`config.mk`:
```
export PLATFORM = sky130hd
export DESIGN_NAME = invsqrt_req_seq
export DESIGN_NICKNAME = d
export VERILOG_FILES = /design/src/rtl/invsqrt_req_seq.sv
export SDC_FILE = /design/constraint.sdc
export NUM_CORES = 1
export LEC_CHECK = 0
export ABC_AREA = 1
export CORE_ASPECT_RATIO = 1.25
export CORE_MARGIN = 10
export CORE_UTILIZATION = 53
export DETAILED_ROUTE_END_ITERATION = 10
export PLACE_DENSITY = 0.87
export SLEW_MARGIN = 20
export SYNTH_ARGS = -nofsm -noshare
export SYNTH_HDL_FRONTEND = slang
export SYNTH_SLANG_ARGS = --single-unit
export TNS_END_PERCENT = 50
```
`constraint.sdc`:
```
create_clock -name clk -period 2.2 [get_ports clk]
set_input_delay 0.22 -clock clk [delete_from_list [all_inputs] [get_ports clk]]
set_output_delay 0.22 -clock clk [all_outputs]
set_load 0.01 [all_outputs]
```
`src/rtl/invsqrt_req_seq.sv`:
```
// ---------------------------------------------------------------------------
// invsqrt_req_seq
//
// Host-side request sequencer for the fixed-point inverse-square-root engine.
// Operands pushed by software into a command FIFO are issued one at a time
// to the engine's valid/ready input port. Each result is collected from the
// engine's valid/ready output port into a response FIFO for the host to pop.
// A zero operand never reaches the engine. It is answered directly with
// all-ones, the saturated value of 1/sqrt(0).
//
// Parameters
//   DATA_WIDTH    operand/result width (Q12.4 in the default build)
//   DEPTH         entries per FIFO (power of 2, >= 2)
//
// Ports
//   clk           single clock, rising edge
//   rst           asynchronous active-low reset
//   cmd_data      operand to push
//   cmd_wr        push strobe
//   cmd_full      command FIFO full
//   rsp_data      head of response FIFO (valid when !rsp_empty)
//   rsp_rd        pop strobe
//   rsp_empty     response FIFO empty
//   eng_data_in   operand to engine
//   eng_valid_in  operand valid
//   eng_ready_in  engine accepts operand
//   eng_data_out  engine result
//   eng_valid_out result valid
//   eng_ready_out sequencer accepts result
//   busy          FSM active or commands pending
//   err_ovf       sticky: push while command FIFO full
//   err_udf       sticky: pop while response FIFO empty
//   err_clr       synchronous clear of both sticky flags
// ---------------------------------------------------------------------------
module invsqrt_req_seq #(
    parameter int DATA_WIDTH = 16,
    parameter int DEPTH      = 8
) (
    input  logic                  clk,
    input  logic                  rst,
    input  logic [DATA_WIDTH-1:0] cmd_data,
    input  logic                  cmd_wr,
    output logic                  cmd_full,
    output logic [DATA_WIDTH-1:0] rsp_data,
    input  logic                  rsp_rd,
    output logic                  rsp_empty,
    output logic [DATA_WIDTH-1:0] eng_data_in,
    output logic                  eng_valid_in,
    input  logic                  eng_ready_in,
    input  logic [DATA_WIDTH-1:0] eng_data_out,
    input  logic                  eng_valid_out,
    output logic                  eng_ready_out,
    output logic                  busy,
    output logic                  err_ovf,
    output logic                  err_udf,
    input  logic                  err_clr
);

    localparam int AW = $clog2(DEPTH);

    typedef enum logic [1:0] {
        IDLE,
        ISSUE,
        WAIT,
        ZERO
    } state_t;

    state_t                state;
    logic [DATA_WIDTH-1:0] operand;

    logic [DATA_WIDTH-1:0] cmd_mem [DEPTH];
    logic [AW:0]           cmd_wr_ptr;
    logic [AW:0]           cmd_rd_ptr;
    logic [DATA_WIDTH-1:0] rsp_mem [DEPTH];
    logic [AW:0]           rsp_wr_ptr;
    logic [AW:0]           rsp_rd_ptr;

    logic                  cmd_empty;
    logic                  rsp_full;
    logic                  cmd_push;
    logic                  cmd_pop;
    logic                  rsp_push;
    logic                  rsp_pop;
    logic [DATA_WIDTH-1:0] rsp_push_data;
    logic [DATA_WIDTH-1:0] cmd_head;

    // Status is decoded from the registered pointers. The extra wrap bit
    // tells a full FIFO apart from an empty one when the index bits match.
    assign cmd_empty = (cmd_wr_ptr == cmd_rd_ptr);
    assign cmd_full  = ((cmd_wr_ptr ^ cmd_rd_ptr) == {1'b1, {AW{1'b0}}});
    assign rsp_empty = (rsp_wr_ptr == rsp_rd_ptr);
    assign rsp_full  = ((rsp_wr_ptr ^ rsp_rd_ptr) == {1'b1, {AW{1'b0}}});

    assign cmd_head  = cmd_mem[cmd_rd_ptr[AW-1:0]];
    assign rsp_data  = rsp_mem[rsp_rd_ptr[AW-1:0]];

    // A push is judged against the pre-edge full flag, so a pop by the FSM
    // in the same cycle does not make room for it.
    assign cmd_push = cmd_wr && !cmd_full;
    assign rsp_pop  = rsp_rd && !rsp_empty;

    // Issue only when a response slot is free. With a single result in
    // flight, this keeps the response FIFO from ever overflowing.
    assign cmd_pop  = (state == IDLE) && !cmd_empty && !rsp_full;

    assign rsp_push = (((state == WAIT) && eng_valid_out && eng_ready_out) ||
                       (state == ZERO)) && !rsp_full;
    assign rsp_push_data = (state == ZERO) ? {DATA_WIDTH{1'b1}} : eng_data_out;

    assign busy = (state != IDLE) || !cmd_empty;

    // Storage arrays carry no reset. Only the pointers define what is valid.
    always_ff @(posedge clk) begin
        if (cmd_push) begin
            cmd_mem[cmd_wr_ptr[AW-1:0]] <= cmd_data;
        end
        if (rsp_push) begin
            rsp_mem[rsp_wr_ptr[AW-1:0]] <= rsp_push_data;
        end
    end

    // Pointer updates for both FIFOs.
    always_ff @(posedge clk or negedge rst) begin
        if (!rst) begin
            cmd_wr_ptr <= '0;
            cmd_rd_ptr <= '0;
            rsp_wr_ptr <= '0;
            rsp_rd_ptr <= '0;
        end else begin
            if (cmd_push) cmd_wr_ptr <= cmd_wr_ptr + (AW+1)'(1);
            if (cmd_pop)  cmd_rd_ptr <= cmd_rd_ptr + (AW+1)'(1);
            if (rsp_push) rsp_wr_ptr <= rsp_wr_ptr + (AW+1)'(1);
            if (rsp_pop)  rsp_rd_ptr <= rsp_rd_ptr + (AW+1)'(1);
        end
    end

    // Sticky error flags. A new error event in the same cycle as err_clr
    // wins over the clear.
    always_ff @(posedge clk or negedge rst) begin
        if (!rst) begin
            err_ovf <= 1'b0;
            err_udf <= 1'b0;
        end else begin
            err_ovf <= (cmd_wr && cmd_full) || (err_ovf && !err_clr);
            err_udf <= (rsp_rd && rsp_empty) || (err_udf && !err_clr);
        end
    end

    // Request FSM. ISSUE raises eng_valid_in one cycle after entry, so the
    // operand is registered on the engine port before it is offered.
    // eng_ready_out rises on the same edge that leaves ISSUE, so it is
    // already high on entry to WAIT.
    always_ff @(posedge clk or negedge rst) begin
        if (!rst) begin
            state         <= IDLE;
            operand       <= '0;
            eng_valid_in  <= 1'b0;
            eng_data_in   <= '0;
            eng_ready_out <= 1'b0;
        end else begin
            case (state)
                IDLE: begin
                    if (cmd_pop) begin
                        operand <= cmd_head;
                        state   <= (cmd_head == '0) ? ZERO : ISSUE;
                    end
                end
                ISSUE: begin
                    if (!eng_valid_in) begin
                        eng_valid_in <= 1'b1;
                        eng_data_in  <= operand;
                    end else if (eng_ready_in) begin
                        eng_valid_in  <= 1'b0;
                        eng_ready_out <= 1'b1;
                        state         <= WAIT;
                    end
                end
                WAIT: begin
                    if (eng_valid_out && eng_ready_out) begin
                        eng_ready_out <= 1'b0;
                        state         <= IDLE;
                    end
                end
                ZERO: begin
                    state <= IDLE;
                end
                default: begin
                    state <= IDLE;
                end
            endcase
        end
    end

endmodule

```
==> results of run 1 <==
-- registers in the layout (all words and copies together), names as in the netlist, 2 cells and up --
name         count
eng_data_in     16
state            2
operand         16
cmd_mem        128
rsp_mem        128
cmd_rd_ptr       4
rsp_rd_ptr       4
rsp_wr_ptr       4
cmd_wr_ptr       4
-- power by group --
group	internal (mW)	total, mW	switching (mW)	leakage, nW
registers	7.68	8.27	0.588	2.98
logic	3.42	9.29	5.87	3.01
clock network	2.85	5.05	2.20	0.475
-- logic make-up after synthesis --
kind of cell               count (synthesis)  share of synthesized area [%]
AOI/OAI and AO/OA                        147                          6.101
xor gates and xnor gates                  15                          1.023
adders and majority gates                  4                         0.3898
buffers and inverters                    187                          5.877
DFF                                      310                          70.40
and+or+nand+nor                          538                          16.21
-- layout make-up --
| cell class | instances | area [µm²] | area share (%) |
|---|---|---|---|
| Inverter | 132 | 508.0 | 3.219 |
| Clock inverter | 15 | 120.1 | 0.7612 |
| Timing Repair Buffer | 152 | 1657 | 10.50 |
| Clock buffer | 41 | 853.3 | 5.408 |
| Multi-Input combinational cell | 704 | 3192 | 20.23 |
| Tap cell | 325 | 406.6 | 2.577 |
| Sequential cell | 310 | 9042 | 57.31 |
-- worst max-delay path by stage --
stage	start	end	slack, ns	cells past startpoint
5_1_grt	rsp_rd_ptr[0]	rsp_data[5]	-0.20	7
3_3_place_gp	cmd_rd_ptr[0]	cmd_mem[2][12]	0.12	8
4_1_cts	rsp_rd_ptr[0]	rsp_data[14]	-0.12	6
2_1_floorplan	cmd_rd_ptr[1]	cmd_mem[0][0]	-0.12	9
3_5_place_dp	rsp_rd_ptr[1]	rsp_data[15]	0.04	6
6_report	rsp_rd_ptr[0]	rsp_data[5]	-0.12	7
-- what timing repair did --
action | 4_1_cts | 5_1_grt
hold buffers | 1 | 0
gates resized for setup | 82 | 101
gates cloned | 6 | 8
pin swaps | 10 | 24
setup buffers | 8 | 2
endpoints found under the hold margin | 54 | 0
setup endpoints to repair | 19 | 156
-- synthesized netlist by cell type, types with 12 or more instances --
cell type | instances | area, µm²
buf_2 | 12 | 60.06
dfrtp_1 | 54 | 1351
xor2_1 | 12 | 105.1
a31oi_1 | 16 | 100.1
o22ai_1 | 17 | 106.4
nor2_1 | 150 | 563.0
o21ai_0 | 108 | 540.5
clkbuf_1 | 29 | 108.9
edfxtp_1 | 256 | 7687
nand2_1 | 342 | 1284
inv_1 | 126 | 473.0
nand3_1 | 43 | 215.2
-- critical path: cells and delay by family, from the launching register on --
kind | cells | cell delay (ns)
AND/OR/NAND/NOR | 1 | 0.14
AO/OA/AOI/OAI | 3 | 0.39
buffers and inverters | 3 | 0.50
flip-flops | 1 | 0.51
-- stage by stage --
stage	util [%]	TNS (ns)	std cells	total power [mW]
finish	66.28	-4.222	1679	22.62
global route	66.28	-9.984	1679	23.73
CTS	64.99	-1.021	1669	21.72
detailed placement	59.88	0	1598	16.11
global placement	59.88	0	1598	15.77
floorplan	-	-8.114	1201	13.04
-- metal layers --
metal / track usage, % / routed length, µm / vias up / part of all wire [%]
met2: 35.71 / 17210 / 633 / 51
li1: - / - / 4224 / -
met3: 3.802 / 3182 / 158 / 9.4
met5: 0 / 13 / - / 0.039
met4: 8.428 / 1931 / 2 / 5.7
met1: 21.91 / 11410 / 4397 / 34
==> flow_metrics.env, run 1 <==
export IMPL_start_util_pct=53.93
export IMPL_grt_antenna_before_repair=1
export IMPL_viasPerCell=5.607
export IMPL_drt_iter0_drc=1181
export IMPL_finalHoldWorstSlack_ns=0.1847
export IMPL_syn_nets=1244
export IMPL_path_max_fanout=20
export IMPL_cp_required_ns=1.98
export IMPL_fmaxAchievable_ghz=0.4301
export IMPL_crit_path_end_kind="output port"
export IMPL_diodes=0
export IMPL_nets=1373
export IMPL_critPathMaxStageDelay_ns=0.51
export IMPL_setup_ws_ns=-0.1250
export IMPL_route_detailed_drc=0
export IMPL_grt_max_degree=55
export IMPL_die_area_mm2=0.03089
export IMPL_cap_violations=0
export IMPL_fp_row_count=63
export IMPL_post_route_min_period_ns=2.325
export IMPL_grt_pass1_vias=9167
export IMPL_synth_cell_type_count=26
export IMPL_n_fill_cell=1578
export IMPL_path_clk_slew_ns=0.07
export IMPL_min_period_over_period_pct=105.7
export IMPL_grt_ovfl_total=0
export IMPL_cts_max_path_buffers=3
export IMPL_place_congestion=0.8731
export IMPL_cts_tree="done"
export IMPL_rsz0062_at_grt="yes"
export IMPL_synth_edff_count=256
export IMPL_path_cells="clkinv_4, buf_12, o21ai_0, o22ai_1, nor2_1, a31oi_1, buf_2"
export IMPL_drive_gt1_share_pct=13.37
export IMPL_syn_cell_area_mm2=0.01284
export IMPL_grt_total_usage_pct=19.65
export IMPL_grt_pass1_wl_um=49220
export IMPL_yosysWarnings=0
export IMPL_r2r_setup_slack_ns=-0.10
export IMPL_cp_start_kind="register"
export IMPL_postSynth_asyncResetShare_pct=17.42
export IMPL_syn_avg_cell_area_um2=10.69
export IMPL_ios=78
export IMPL_die_width_um=159.2
export IMPL_final_common_cell="nand2_1"
export IMPL_core_area_mm2=0.02381
export IMPL_ys_ff_latch=310
export IMPL_ys_flop_type="edfxtp_1"
export IMPL_io_buffers=77
export IMPL_cellPowerDensity_mw_per_mm2=1433
export IMPL_place_area_mm2=0.01425
export IMPL_yosysSeqAreaShare_pct=70.40
export IMPL_timing_rr_start="rsp_rd_ptr[0]"
export IMPL_final_cell_mix="nand2_1 (337), edfxtp_1 (256), nor2_1 (133), inv_1 (123), o21ai_0 (82)"
export IMPL_cts_sinks=310
export IMPL_p_leak_nw=6.464
export IMPL_ant_nets=0
export IMPL_root_buffer="clkbuf_16"
export IMPL_rr_worst_depth=12
export IMPL_maxSlewViolCount=0
export IMPL_num_vias=9414
export IMPL_dr_pass1_iters=6
export IMPL_status="finished with violations"
export IMPL_max_slew_margin_rel_pct=71.31
export IMPL_worstSetupPathType="reg2out"
export IMPL_numCtsBuffers=30
export IMPL_vdd_drop_max_uv=1011
export IMPL_wirelength_um=33750
export IMPL_wl_per_cell_um=20.10
export IMPL_finalSetupViolCount=91
export IMPL_clock_latency_ns=0.55
export IMPL_die_h_um=194.0
export IMPL_hold_viol=0
export IMPL_syn2layout_area_growth_pct=22.90
export IMPL_pre_cts_ws_ns=0.04337
export IMPL_r2r_end="rsp_mem[2][0]"
export IMPL_design_area_mm2=0.01578
export IMPL_synth_cells=1201
export IMPL_hpwl_um=18850
export IMPL_tightest_slew_ns=0.4303
export IMPL_h_tree_depth=1
export IMPL_critical_path_arrival_ns=2.10
export IMPL_skew_ns=0.01334
export IMPL_violations="negative setup slack"
export IMPL_worstHoldPathType="in2async"
export IMPL_critPathSlowestCell="dfrtp_2"
No activity file was read; power rests on OpenSTA's default activity.
==> run 2: changes to the inputs <==
CORE_UTILIZATION = 45   (was 53)
PLACE_DENSITY = 0.78   (was 0.87)
==> run 2 against run 1 <==
The flow still finishes with violations (negative setup slack). Routed wire length fell by 11%. Register-to-register slack improved by 0.20 ns. Global-route usage fell by 3.7 points. Critical endpoint is now rsp_data[12]. Final area fell by 0.53%. Die area rose by 16%. Largest power group unchanged.
==> flow_metrics.env, run 2 (synthesized netlist as in run 1, its figures left out) <==
export IMPL_status="finished with violations"
export IMPL_violations="negative setup slack"
export IMPL_cap_violations=0
export IMPL_cts_max_path_buffers=3
export IMPL_critPathSlowestCell="dfrtp_2"
export IMPL_max_slew_margin_rel_pct=71.26
export IMPL_drive_gt1_share_pct=11.59
export IMPL_hpwl_um=17710
export IMPL_layoutNonFillerInstCount=1701
export IMPL_die_width_um=171.1
export IMPL_grt_pass1_vias=8896
export IMPL_maxSlewViolCount=0
export IMPL_nets=1365
export IMPL_start_util_pct=45.34
export IMPL_skew_ns=0.008743
export IMPL_critPathMaxStageDelay_ns=0.40
export IMPL_cp_required_ns=1.98
export IMPL_io_buffers=77
export IMPL_wirelength_um=29890
export IMPL_tns_ns=-0.09761
export IMPL_hold_viol=0
export IMPL_core_area_mm2=0.02832
export IMPL_critical_path_arrival_ns=2.05
export IMPL_cellPowerDensity_mw_per_mm2=1402
export IMPL_placed_cells=1624
export IMPL_grt_ovfl_total=0
export IMPL_root_buffer="clkbuf_16"
export IMPL_p_leak_nw=6.405
export IMPL_tightest_slew_ns=0.4311
export IMPL_grt_max_degree=55
export IMPL_cp_start_kind="register"
export IMPL_path_cells="buf_4, buf_12, o21ai_1, o22ai_1, nor2_1, a31oi_1, buf_2"
export IMPL_finalSetupViolCount=2
export IMPL_cts_sinks=310
export IMPL_clock_latency_ns=0.54
export IMPL_grt_total_usage_pct=15.90
export IMPL_post_route_min_period_ns=2.271
export IMPL_place_congestion=0.8111
export IMPL_fp_row_count=69
export IMPL_rsz0062_at_grt="yes"
export IMPL_finalHoldWorstSlack_ns=0.1915
export IMPL_die_area_mm2=0.03573
export IMPL_timing_rr_start="rsp_rd_ptr[0]"
export IMPL_syn2layout_area_growth_pct=22.25
export IMPL_route_detailed_drc=0
export IMPL_vdd_drop_max_uv=793.1
export IMPL_diodes=0
export IMPL_path_max_fanout=11
export IMPL_wl_per_cell_um=17.57
export IMPL_numCtsBuffers=30
export IMPL_num_vias=8856
export IMPL_viasPerCell=5.206
export IMPL_grt_pass1_wl_um=46030
export IMPL_startpoint="rsp_rd_ptr[0]"
export IMPL_crit_path_end_kind="output port"
export IMPL_drt_iter0_drc=818
export IMPL_n_fill_cell=2232
export IMPL_worstSetupPathType="reg2out"
export IMPL_worstHoldPathType="in2async"
export IMPL_min_period_over_period_pct=103.2
export IMPL_ant_nets=0
export IMPL_h_tree_depth=1
export IMPL_fmaxAchievable_ghz=0.4404
export IMPL_path_clk_slew_ns=0.06
export IMPL_fin_total_pwr_mw=22.00
export IMPL_final_common_cell="nand2_1"
export IMPL_ios=78
export IMPL_dr_pass1_iters=7
export IMPL_die_h_um=208.8
export IMPL_cts_tree="done"
export IMPL_final_cell_mix="nand2_1 (339), edfxtp_1 (256), nor2_1 (140), inv_1 (124), o21ai_0 (81)"
export IMPL_setup_ws_ns=-0.07053
export IMPL_grt_antenna_before_repair=0
[run 2: cell types whose count changed in the layout (fill, tap and decap cells not counted), moves of 5 or more]
cell | previous run | this run
buf_12 | 13 | 22
buf_4 | 35 | 30
buf_6 | 17 | 5
inv_6 | 5 | 0
nor2_1 | 133 | 140
nor2_4 | 7 | 2
[run 2: per-layer routing]
metal | global-route usage [%] | vias up | share of wire (%)
met1 | 18.81 | 4209 | 37
met2 | 27.71 | 375 | 52
met5 | 0 | - | 0
met4 | 6.098 | 0 | 2.9
met3 | 3.206 | 75 | 7.7
li1 | - | 4197 | -
[run 2: worst paths after layout]
| check | slack, ns | end | cells past startpoint |
|---|---|---|---|
| setup / recovery | -0.07 | rsp_data[12] | 7 |
| hold / removal | 0.19 | cmd_rd_ptr[1] | 3 |
| setup reg to reg | 0.10 | rsp_mem[3][11] | 12 |
| hold reg to reg | 0.49 | eng_data_in[6] | 2 |
| max in group asynchronous | 1.74 | eng_data_in[5] | 3 |
| min in group clk | 0.26 | err_udf | 3 |
[run 2: power by group]
part           internal (mW)  switching [mW]  leakage, nW
logic                   3.41            5.41         2.96
clock network           2.89            2.11        0.466
registers               7.68           0.489         2.98
[run 2: layout make-up]
cell class | instances | area [µm²] | area share [%]
sequential | 310 | 9042 | 57.61
clock buffer | 42 | 837.1 | 5.333
multi-input combinational | 704 | 3093 | 19.71
clock inverter | 14 | 135.1 | 0.8610
tap | 355 | 444.2 | 2.830
inverter | 132 | 510.5 | 3.253
timing repair buffer | 144 | 1633 | 10.40
[run 2: what timing repair did]
item                                   4_1_cts  5_1_grt
endpoints found under the hold margin       54        0
buffers inserted                            10        3
setup endpoints to repair                   19      142
hold buffers                                 1        0
cloned                                       5        4
resized for setup                           91       52
pin swaps                                    5       12
[run 2: through the flow]
| step | setup slack, ns | area, µm² | util [%] |
|---|---|---|---|
| after global routing | -0.1688 | 15700 | 55.43 |
| final | -0.07053 | 15700 | 55.43 |
| after CTS | -0.08604 | 15570 | 54.98 |
| after detailed placement | 0.06323 | 14380 | 50.76 |
| after floorplan | -0.1235 | 12840 | - |
| after global placement | 0.08370 | 14380 | 50.76 |
[run 2: critical path, delay by kind of cell (launching register included)]
| kind | cells | cell delay (ns) |
|---|---|---|
| AOI/OAI and AO/OA | 3 | 0.53 |
| buffers and inverters | 3 | 0.49 |
| DFF | 1 | 0.40 |
| and+or+nand+nor | 1 | 0.08 |
==> run 3: changes to the inputs <==
CORE_UTILIZATION = 53   (was 45)
GPL_ROUTABILITY_DRIVEN = 0   (was unset)
PLACE_DENSITY = 0.87   (was 0.78)
==> results of run 3 <==
No change in the layout: final DEF, timing and power equal those of run 1.
